$ cat src/rtl/bp_pkg.sv
// Shared constants for the branch predictor and its resolver.
// Holds default sizes, the 2-bit counter ceiling and counter state names.
package bp_pkg;

    localparam int DEF_DEPTH = 4;
    localparam int DEF_CNT_W = 16;

    // Ceiling of the predictor's 2-bit saturating counter.
    localparam logic [1:0] SAT_MAX = 2'b11;

    typedef enum logic [1:0] {
        STRONG_NT = 2'b00,
        WEAK_NT   = 2'b01,
        WEAK_T    = 2'b10,
        STRONG_T  = 2'b11
    } ctr_state_e;

endpackage

$ cat src/rtl/pred_fifo.sv
// Generic 1-bit-wide synchronous FIFO holding in-flight predictions.
// Ports: clk, rst_n (sync, active-low), i_push/i_din, i_pop, i_clear,
//        o_dout (head entry), o_full, o_empty, o_count (occupancy).
module pred_fifo
    import bp_pkg::*;
#(
    parameter int DEPTH = DEF_DEPTH,
    localparam int AW = $clog2(DEPTH),
    localparam int CW = AW + 1
) (
    input  logic          clk,
    input  logic          rst_n,
    input  logic          i_push,
    input  logic          i_din,
    input  logic          i_pop,
    input  logic          i_clear,
    output logic          o_dout,
    output logic          o_full,
    output logic          o_empty,
    output logic [CW-1:0] o_count
);

    logic [DEPTH-1:0] r_mem;
    logic [AW-1:0]    r_head;
    logic [AW-1:0]    r_tail;
    logic [CW-1:0]    r_count;

    logic w_push;
    logic w_pop;

    assign o_full  = (r_count == CW'(DEPTH));
    assign o_empty = (r_count == '0);
    assign o_count = r_count;
    assign o_dout  = r_mem[r_head];

    assign w_push = i_push && !o_full;
    assign w_pop  = i_pop && !o_empty;

    // Occupancy is its own counter so full/empty never alias when
    // the pointers meet; pointers wrap naturally at DEPTH.
    always_ff @(posedge clk) begin
        if (!rst_n || i_clear) begin
            r_head  <= '0;
            r_tail  <= '0;
            r_count <= '0;
        end else begin
            if (w_push) begin
                r_mem[r_tail] <= i_din;
                r_tail        <= r_tail + 1'b1;
            end
            if (w_pop) begin
                r_head <= r_head + 1'b1;
            end
            r_count <= r_count + CW'(w_push) - CW'(w_pop);
        end
    end

endmodule

$ cat src/rtl/branch_resolver.sv
// Resolves queued branch predictions against execute outcomes and
// drives the predictor update, the mispredict/flush pulse and stats.
// Ports: clk, rst_n (sync, active-low); pred_valid/pred_taken/pred_ready
//        from the predictor; res_valid/res_taken from execute;
//        upd_result/upd_taken to the predictor; mispredict, flush,
//        outstanding, underflow_err, branch_cnt, miss_cnt.
module branch_resolver
    import bp_pkg::*;
#(
    parameter int DEPTH = DEF_DEPTH,
    parameter int CNT_W = DEF_CNT_W,
    localparam int OW = $clog2(DEPTH) + 1
) (
    input  logic             clk,
    input  logic             rst_n,
    input  logic             pred_valid,
    input  logic             pred_taken,
    output logic             pred_ready,
    input  logic             res_valid,
    input  logic             res_taken,
    output logic             upd_result,
    output logic             upd_taken,
    output logic             mispredict,
    output logic             flush,
    output logic [OW-1:0]    outstanding,
    output logic             underflow_err,
    output logic [CNT_W-1:0] branch_cnt,
    output logic [CNT_W-1:0] miss_cnt
);

    logic w_head;
    logic w_full;
    logic w_empty;
    logic w_push;
    logic w_fire;
    logic w_miss;
    logic w_uflow;

    logic             r_upd_result;
    logic             r_upd_taken;
    logic             r_miss;
    logic             r_uflow;
    logic [CNT_W-1:0] r_branch_cnt;
    logic [CNT_W-1:0] r_miss_cnt;

    assign pred_ready = !w_full;
    assign w_push     = pred_valid && pred_ready;

    assign w_fire  = res_valid && !w_empty;
    assign w_miss  = w_fire && (res_taken != w_head);
    assign w_uflow = res_valid && w_empty;

    // A mispredict squashes every younger entry, including one being
    // pushed this very cycle: those predictions are wrong-path.
    pred_fifo #(
        .DEPTH (DEPTH)
    ) u_fifo (
        .clk     (clk),
        .rst_n   (rst_n),
        .i_push  (w_push),
        .i_din   (pred_taken),
        .i_pop   (w_fire),
        .i_clear (w_miss),
        .o_dout  (w_head),
        .o_full  (w_full),
        .o_empty (w_empty),
        .o_count (outstanding)
    );

    always_ff @(posedge clk) begin
        if (!rst_n) begin
            r_upd_result <= 1'b0;
            r_upd_taken  <= 1'b0;
            r_miss       <= 1'b0;
            r_uflow      <= 1'b0;
            r_branch_cnt <= '0;
            r_miss_cnt   <= '0;
        end else begin
            r_upd_result <= w_fire;
            r_upd_taken  <= w_fire && res_taken;
            r_miss       <= w_miss;
            if (w_uflow) begin
                r_uflow <= 1'b1;
            end
            if (w_fire && (r_branch_cnt != '1)) begin
                r_branch_cnt <= r_branch_cnt + 1'b1;
            end
            if (w_miss && (r_miss_cnt != '1)) begin
                r_miss_cnt <= r_miss_cnt + 1'b1;
            end
        end
    end

    assign upd_result    = r_upd_result;
    assign upd_taken     = r_upd_taken;
    assign mispredict    = r_miss;
    assign flush         = r_miss;
    assign underflow_err = r_uflow;
    assign branch_cnt    = r_branch_cnt;
    assign miss_cnt      = r_miss_cnt;

endmodule

$ cat config.mk
export PLATFORM = sky130hd
export DESIGN_NAME = branch_resolver
export DESIGN_NICKNAME = d
export VERILOG_FILES = /design/src/rtl/bp_pkg.sv /design/src/rtl/pred_fifo.sv /design/src/rtl/branch_resolver.sv
export SDC_FILE = /design/constraint.sdc
export NUM_CORES = 1
export LEC_CHECK = 0
export ABC_AREA = 1
export CORE_AREA = 2 2 96 98
export CTS_BUF_LIST = sky130_fd_sc_hd__clkbuf_2
export DETAILED_ROUTE_END_ITERATION = 8
export DIE_AREA = 0 0 98 100
export PLACE_DENSITY = 0.57
export SETUP_SLACK_MARGIN = 0.05
export SLEW_MARGIN = 20
export SYNTH_ARGS = -nofsm -noshare
export SYNTH_HDL_FRONTEND = slang
export SYNTH_SLANG_ARGS = --single-unit
$ cat constraint.sdc
create_clock -name clk -period 3.1 [get_ports clk]
set_input_delay 0.62 -clock clk [delete_from_list [all_inputs] [get_ports clk]]
set_output_delay 0.62 -clock clk [all_outputs]
set_load 0.005 [all_outputs]
==> impl_results.md <==
- Layout filler cell count: 966
- Setup TNS Final: 0 ps
- Antenna Violating Nets Remaining: 0
- Reg-to-reg slack, setup: 770 ps
- Hold_buf cts: 0
- Final min period: between 2000 and 2500 ps
- # H-tree levels: 2
- Critical path class: register to register
- Placement Setup Slack: about 320 ps
- Hold Crit Class: register to register
- Crit path launch: u_fifo.o_count[1]
- DR DRC count: 0
- DRT iter0 DRCs: 67
- GRT overflow: 0
- Top Metal Used: met4
- Status: complete, no violations
- Yosys reg bits: 47
- Final Worst Setup Slack: 772 ps
- Max Root-Sink Buffers: 2
- Metal-1 WL: between 2 and 3 mm
- Synth Instances: 377
- Worst r2r path cells: 11
- Via count: roughly 2,500
- F_max: between 400 and 500 MHz
- Commonest cells after routing, fill and taps aside: nand2_1 (104), nor2_1 (54), clkdlybuf4s50_1 (46)
- Die Y: 100 µm
- GP Congestion: about 0.8
- WL met2: 2.94 mm
- Critical R2R Launch: u_fifo.o_count[1]
- Largest net degree at the start of global routing: 29
- Setup Skew: ~20 ps
- Top FF cell, synth: dfxtp_1
- Worst-path fanout max: 8
- Clock transition at path regs: 240 ps
- Clk sink count: 47
- Die extent in x: approximately 98 µm
- Post-CTS sizing: 0
- Startpoint types: register
- Post-synth EDFFs: 4
- Slew Viols, Final: 0
- CORE AREA: between 0.008 and 0.009 mm²
- Period utilization: 75.1%
- Worst slew pin tran: around 600 ps
- Most common library cell in the layout ignoring fill and taps: nand2_1
- Met3 Wirelength: about 190 µm
- Initial antenna violation count: 0
- R2R Path End: u_fifo.o_count[2]
- Power per cell area: between 400 and 500 mW/mm²
- Peak supply drop: roughly 0.22 mV
- Hpwl dp: between 4 and 5 mm
- Clock tree from TritonCTS: done
- Worst EP arrival: 2700 ps
- Post-synthesis async set-or-reset flop share: 0%
- Synth warn: 0
- Starting Density: between 20 and 30%
- CP required: 3480 ps
- Global-route wire length before repair: 10.0 mm
- Initial DRT Pass Iterations: 4
- Seq/Total Area, Yosys: a little under two fifths
- Area of the multi-input gates: 0.00134 mm²
- Vias in the first global route: around 2,300
- Die area: approximately 0.0098 mm²
- Register area: 981 µm²
- Total Wirelength: between 5 and 6 mm
- Layout area overhead: 23.9%
- N_diodes: 0
- PortBufs: 46
- All-layer global routing usage: around an eighth
- Final setup fails: 0
- Share of layout cells above drive strength 1: ~5.2%
- Hold Crit Depth: 2
- Fin. Hold Viols: 0
- RSZ-0062 raised after global routing: no
- Clk_lat worst skew: 420 ps
- Average instance area after synthesis: between 6 and 7 µm²
- Max_cap viols: 0
- Vias per cell: 4.58
- Wire per inst: 10.9 µm
- CTS Buf Count: 5
- Syn_nets: 392
- Leakage power: approximately 1.3 nW
- Netlist Area Pre-Place: between 0.002 and 0.003 mm²
- Setup crit end: u_fifo.o_count[2]
- Slew HR: between 50% and 60%
- Synth unique cells: 31
- Layout Nets: 438
- CTS root buf: clkbuf_2
- Crit path capture type: register
- Num rows: 35
- Setup bufs post-CTS: 0
- I/O Pins: 47
==> stage by stage <==
step | power (mW) | instances | area, µm² | hold WS (ps) | utilization (%)
2_1_floorplan | 1.07 | 377 | 2570 | 447 | -
3_3_place_gp | 1.22 | 527 | 3120 | 443 | 35.1
3_5_place_dp | 1.23 | 527 | 3120 | 445 | 35.1
4_1_cts | 1.58 | 535 | 3180 | 472 | 35.8
5_1_grt | 1.67 | 535 | 3180 | 505 | 35.8
6_report | 1.55 | 535 | 3180 | 469 | 35.8
==> worst max-delay path, cell delays in order (launching register included) <==
cell,delay [ps]
dfxtp_1,490
inv_1,100
nand3_1,110
nand2_2,110
inv_2,160
ha_1,250
inv_1,60
ha_1,130
inv_1,50
fa_1,380
or2_2,310
a21oi_1,140
==> worst min path at each step <==
stage | from | endpoint | slack (ps)
6_report | underflow_err | underflow_err | 470
5_1_grt | underflow_err | underflow_err | 500
4_1_cts | underflow_err | underflow_err | 470
3_5_place_dp | underflow_err | underflow_err | 450
3_3_place_gp | underflow_err | underflow_err | 440
2_1_floorplan | underflow_err | underflow_err | 450
==> state kept, by name, indices dropped and copies added (netlist names), 2 cells and up <==
signal	count
u_fifo.o_count	3
u_fifo.r_tail	2
u_fifo.r_mem	4
branch_cnt	16
u_fifo.r_head	2
miss_cnt	16
==> kinds of logic (layout without fill, tap and decap cells) <==
family                   count (synthesis)  in the layout  synth area share (%)
AO/OA/AOI/OAI                           39             39                  7.99
flip-flops                              47             47                  38.2
adder cells (fa/ha/maj)                  9              9                  4.68
AND/OR/NAND/NOR                        215            215                  36.2
XOR/XNOR                                10             10                  3.41
buffers and inverters                   57            104                  9.55
==> layout make-up <==
cell class | instances | share of cell area (%)
clock inverters | 1 | 0.943
multi-input cells | 273 | 42.2
inverters | 48 | 5.66
well taps | 111 | 4.36
repair buffers | 48 | 14.9
flip-flops and latches | 47 | 30.8
clock buffers | 7 | 1.10
==> cell usage after synthesis, types with 2 or more instances <==
cell | count | area (µm²)
edfxtp_1 | 4 | 120
inv_1 | 45 | 169
buf_4 | 3 | 22.5
nand4_1 | 6 | 37.5
a31oi_1 | 2 | 12.5
a21oi_2 | 2 | 17.5
nor2_1 | 54 | 203
dfxtp_1 | 43 | 861
a21oi_1 | 31 | 155
xor2_1 | 7 | 61.3
ha_1 | 8 | 100
nand2_2 | 2 | 12.5
xnor2_1 | 3 | 26.3
nand3_2 | 2 | 20.0
nor3_1 | 6 | 30.0
clkbuf_1 | 3 | 11.3
nand2_1 | 104 | 390
o21ai_0 | 4 | 20.0
inv_2 | 2 | 7.51
nor3b_1 | 2 | 15.0
nand3_1 | 34 | 170
==> report_power, final <==
part	switching, mW	leakage (nW)	internal (mW)
clock network	0.198	0.0432	0.143
logic	0.270	0.863	0.203
registers	0.0619	0.385	0.675
==> metal layers <==
| layer | track usage [%] | vias up |
|---|---|---|
| met5 | 0 | - |
| met4 | 3.85 | 0 |
| met3 | 2.65 | 7 |
| met2 | 23.1 | 28 |
| met1 | 13.9 | 1133 |
| li1 | - | 1282 |
Power figures use the tool's default switching activity.
==> patch 1, RTL diff (same flow settings) <==
Make the reset (`rst_n`) asynchronous in one clocked block.
--- a/src/rtl/branch_resolver.sv
+++ b/src/rtl/branch_resolver.sv
@@ -67,7 +67,7 @@
         .o_count (outstanding)
     );
 
-    always_ff @(posedge clk) begin
+    always_ff @(posedge clk or negedge rst_n) begin
         if (!rst_n) begin
             r_upd_result <= 1'b0;
             r_upd_taken  <= 1'b0;
Formal check against the unedited RTL: differs if rst_n is asserted again (counterexample within 4 cycles, from zero or initial values and one cycle with rst_n low); with rst_n held inactive, the same outputs for 10 cycles.
==> patch 1 against the unedited design <==
Routed wire length grew 7.3%. Power grew 16%. Synthesized area grew 8.0%. Setup slack gained 0.078 ns. Final cell count grew 0.56%. Final area grew 6.7%. Sequential cell count is the same. Clock power is essentially flat. Largest cell class unchanged. Largest power group unchanged. Highest routed layer unchanged.
==> patch 1: results (changes against the unedited design) <==
HOLDWS_NS=0.508  # +0.0385 ns
INTERNAL_POWER_CONSUMPTION_mW=1.14  # +12%
FILLER_CELL_COUNT=940  # -2.7%
SYNTH.YOSYS.SEQ_AREA_SHARE_PCT=41.8  # +3.7 points
FIRST_ITER_VIOLATIONS=97  # +45%
SYNTH_XOR_AREA_SHARE_PCT=5.05  # +1.6 points
VIA_COUNT_OF_THE_FIRST_GLOBAL_ROUTING_PASS=2395  # +2.1%
M1WIRELENGTH_UM=2980  # +13%
FINAL_DESIGN_AREA_NO_FILL_UM2=3400  # +6.7%
GRT_FIRST_PASS_WIRELENGTH_UM=11200  # +11%
STATUS='completed'
DETAILROUTE.WIRELENGTH.MET2_UM=2970  # +0.88%
SYNTH_CELL_TYPES=29  # -6.5%
SYN_AREA_PER_CELL_UM2=7.34  # +7.8%
PLACED_AREA_UM2=3320  # +6.5%
REGTOREGSTARTPOINT='miss_cnt[0]'
NETLIST.TOP_CELL.BY_AREA='sky130_fd_sc_hd__dfrtp_1'
HP-CLASS='primary input to async pin'
ROUTED-WL-MET3_UM=243  # +29%
DETAILEDPLACE.WORSTSLACK_NS=0.395  # +0.0805 ns
VIA_COUNT=2484  # +1.4%
SYNTH_ASYNC_SR_FLOP_SHARE_PCT=76.6  # +77 points
PLACED_CELLS_INCL_TAPS=529  # +0.38%
CP.ARRIVAL_NS=2.61  # -0.09 ns
DETAIL_ROUTE.WL_PER_CELL_UM=11.6  # +6.7%
WORST_REG2REG_PATH_LENGTH_IN_CELLS=9  # -2
POSTLAYOUTSETUPSLACKWORST_NS=0.850  # +0.0781 ns
GRT_UTIL_ALL_LAYERS_PCT=13.7  # +1.4 points
SYNTH_ADDER_AREA_SHARE_PCT=4.33  # -0.35 points
IRDROPWORSTVDD_uV=258  # +15%
VIAS_PER_CELL=4.62  # +0.82%
PWR.GROUP.SEQUENTIAL_mW=0.827  # +12%
NNETSFINAL=441  # +0.68%
POWER.SWITCHING_FRACTION_PCT=36.6  # +2.4 points
COMBINATIONAL_POWER_mW=0.627  # +33%
LEAKAGEPOWER_nW=1.55  # +20%
## patch 1: worst max-delay path, stage by stage
cell and delay, ns:
sky130_fd_sc_hd__clkdlybuf4s50_1 0.47, sky130_fd_sc_hd__nand2_1 0.15, sky130_fd_sc_hd__inv_2 0.10, sky130_fd_sc_hd__ha_1 0.22, sky130_fd_sc_hd__inv_1 0.05, sky130_fd_sc_hd__ha_1 0.13
sky130_fd_sc_hd__inv_1 0.05, sky130_fd_sc_hd__fa_1 0.37, sky130_fd_sc_hd__or2_2 0.31, sky130_fd_sc_hd__a21oi_1 0.15
## patch 1: final cells by class
type,count,area share [%]
Timing Repair Buffer,49,14.1
Clock inverter,3,1.14
Clock buffer,5,0.737
Tap cell,111,4.09
Sequential cell,47,34.2
Multi-Input combinational cell,280,40.9
Inverter,43,4.75
## patch 1: repair_timing
item                                   4_1_cts  5_1_grt
resized for setup                            0        0
endpoints found under the hold margin        1        0
hold buffers                                 1        0
==> patch 2, RTL diff (same flow settings) <==
Made on the original files. The package constant `DEF_DEPTH` goes from 4 to 8.
--- a/src/rtl/bp_pkg.sv
+++ b/src/rtl/bp_pkg.sv
@@ -2,7 +2,7 @@
 // Holds default sizes, the 2-bit counter ceiling and counter state names.
 package bp_pkg;
 
-    localparam int DEF_DEPTH = 4;
+    localparam int DEF_DEPTH = 8;
     localparam int DEF_CNT_W = 16;
 
     // Ceiling of the predictor's 2-bit saturating counter.
Ports: changed (resized outstanding); port bits go from 47 to 48. The function was not compared with the original's and may differ.
==> patch 2 against the unedited design <==
Count of clock-buffer cells in the layout is 1 lower. Setup slack improved by 0.0059 ns. Global-route usage grew 1.3 points. Sequential power rose by 16%. Largest cell class unchanged. Clock skew up 0.0038 ns. Power grew 17%. Synthesized area increased by 16%. Final area grew 12%. Worst hold slack improved by 0.0036 ns. Sequential cell count is 7 higher. Routed wire length grew 8.7%. Highest routed layer unchanged. Non-clock buffer count did not move. Sequential share of layout area up 1.8 points.
==> patch 2: results (changes against the unedited design) <==
STATUS='completed'
IRDROPWORSTVDD_uV=346  # +54%
DETAILED_PLACE_HPWL_UM=4810  # +10%
WORST_REG2REG_PATH_LENGTH_IN_CELLS=12  # +1
ROUTABILITY_CONGESTION_ESTIMATE=0.825  # +4.4%
NNETSFINAL=473  # +8.0%
GRT_UTIL_ALL_LAYERS_PCT=13.6  # +1.3 points
SYNTH_ENABLE_FLOP_CELLS=8  # +4
FILLER_CELL_COUNT=919  # -4.9%
NETLIST_TOP_CELLS_COUNT='sky130_fd_sc_hd__nand2_1 (97), sky130_fd_sc_hd__nor2_1 (67), sky130_fd_sc_hd__inv_1 (49), sky130_fd_sc_hd__dfxtp_1 (46), sky130_fd_sc_hd__nand3_1 (35)'
TIMING.CRITICAL_PATH.MAX_DELAY_FAMILY='adder cells'
SYNTH_CELL_TYPES=30  # -3.2%
VIA_COUNT_OF_THE_FIRST_GLOBAL_ROUTING_PASS=2520  # +7.5%
MAX_STAGE_DELAY_NS=0.38  # -0.11 ns
VIA_COUNT=2619  # +6.9%
HTREE_NUM_LEVELS=2  # unchanged
SYNTH.YOSYS.SEQ_AREA_SHARE_PCT=39.1  # +0.94 points
GRT_FIRST_PASS_WIRELENGTH_UM=11200  # +12%
GLOBAL_ROUTE.OVERFLOW_TOTAL=0  # unchanged
CRITICAL_PATH_PEAK_FANOUT=9  # +1
CRITPATHSLOWESTCELL='sky130_fd_sc_hd__dfxtp_1'
CTS_SETUP_BUFFERS=0  # unchanged
PLACEMENT.IO_BUFFERS=47  # +2.2%
SYNTH_ASYNC_SR_FLOP_SHARE_PCT=0  # unchanged
LEAKAGEPOWER_nW=1.36  # +5.4%
PIN_COUNT_OF_THE_BIGGEST_NET_ENTERING_GLOBAL_ROUTING=27  # -6.9%
SYNTH_AREA_LEADERS='sky130_fd_sc_hd__dfxtp_1 (31%), sky130_fd_sc_hd__nand2_1 (12%), sky130_fd_sc_hd__nor2_1 (8.5%)'
ANTENNA_CELLS_INSERTED=0  # unchanged
SYNTH_COMPOUND_GATE_AREA_SHARE_PCT=8.39  # +0.40 points
SYNTH_ADDER_AREA_SHARE_PCT=4.89  # +0.21 points
TIMING.CRITICAL_PATH.TO='u_fifo.o_count[2]'
DRT-PASS1-ITER-COUNT=4  # unchanged
CRITPATHLAUNCH='u_fifo.o_count[2]'
ROUTE.FINAL.WIRE_LENGTH_UM=6350  # +8.7%
FIRST_ITER_VIOLATIONS=99  # +48%
DRIVE_GT1_SHARE_PCT=9.63  # +4.4 points
SLEW_HEADROOM_PCT=60.2  # +1.1 points
SYNTH_XOR_AREA_SHARE_PCT=2.66  # -0.75 points
CTS-RESIZED-GATES=0  # unchanged
SYN-NUM-NETS=430  # +9.7%
CTS_MAX_PATH_BUFFERS=2  # unchanged
DETAIL-ROUTE-ANTENNA-NETS=0  # unchanged
CP.ARRIVAL_NS=2.68  # -0.02 ns
CLOCK_LATENCY_NS=0.42  # about the same
SKEW_NS=0.0239  # +0.00384 ns
GRT_ANTENNA_BEFORE_REPAIR=0  # unchanged
CLOCK_TREE.ROOT_CELL='sky130_fd_sc_hd__clkbuf_2'
==> patch 2: cell count changes in the layout (fill, tap and decap cells not counted), sizes merged, moves of 4 or more <==
cell / unedited run / this run
nor2: 55 / 70
nand3: 36 / 40
o21ai: 4 / 10
edfxtp: 4 / 8
nor3: 7 / 11
nand2: 107 / 100
inv: 47 / 54
==> patch 2: logic make-up after synthesis <==
logic type / count (synthesis)
simple gates: 232
buf+inv: 67
flops: 54
compound gates: 40
fa+ha+maj: 11
xor+xnor: 9
==> patch 2: cell type report <==
| cell class | instances | area share (%) |
|---|---|---|
| Multi-Input combinational cell | 292 | 42.4 |
| Sequential cell | 54 | 32.6 |
| Timing Repair Buffer | 48 | 13.4 |
| Inverter | 55 | 5.83 |
| Tap cell | 111 | 3.90 |
| Clock inverter | 2 | 1.05 |
| Clock buffer | 6 | 0.843 |
==> patch 2: metrics by stage <==
stage,util [%],setup slack (ns),std cells,instance area (µm²),hold slack (ns)
5_1_grt,40.1,0.537,568,3560,0.506
2_1_floorplan,-,1.02,413,2970,0.447
6_report,40.1,0.778,568,3560,0.473
3_3_place_gp,39.3,0.466,560,3500,0.447
4_1_cts,40.1,0.734,568,3560,0.483
3_5_place_dp,39.3,0.377,560,3500,0.450
==> patch 2: worst register-to-register path, delay by kind of cell (launching register included) <==
| family | cells | cell delay, ns |
|---|---|---|
| xor gates and xnor gates | 1 | 0.15 |
| adders and majority gates | 4 | 1.03 |
| buffers and inverters | 4 | 0.40 |
| DFF | 1 | 0.38 |
| and+or+nand+nor | 3 | 0.34 |
==> patch 2: power by group <==
part | switching, mW | total (mW) | internal, mW
clock | 0.218 | 0.357 | 0.139
combinational | 0.350 | 0.609 | 0.259
sequential | 0.0749 | 0.855 | 0.780
total | 0.642 | 1.82 | 1.18
==> patch 2: worst min-delay path by stage <==
stage                         end  slack (ns)  cells past startpoint
floorplan           underflow_err        0.45                      2
global placement    underflow_err        0.45                      2
detailed placement  underflow_err        0.45                      2
CTS                 underflow_err        0.48                      2
global route        underflow_err        0.51                      2
finish              underflow_err        0.47                      2
==> patch 2: layer usage <==
layer	wire length [µm]	track usage, %
met1	3090	17.8
met2	2980	23.0
met3	228	2.37
met4	55	4.38
met5	0	0
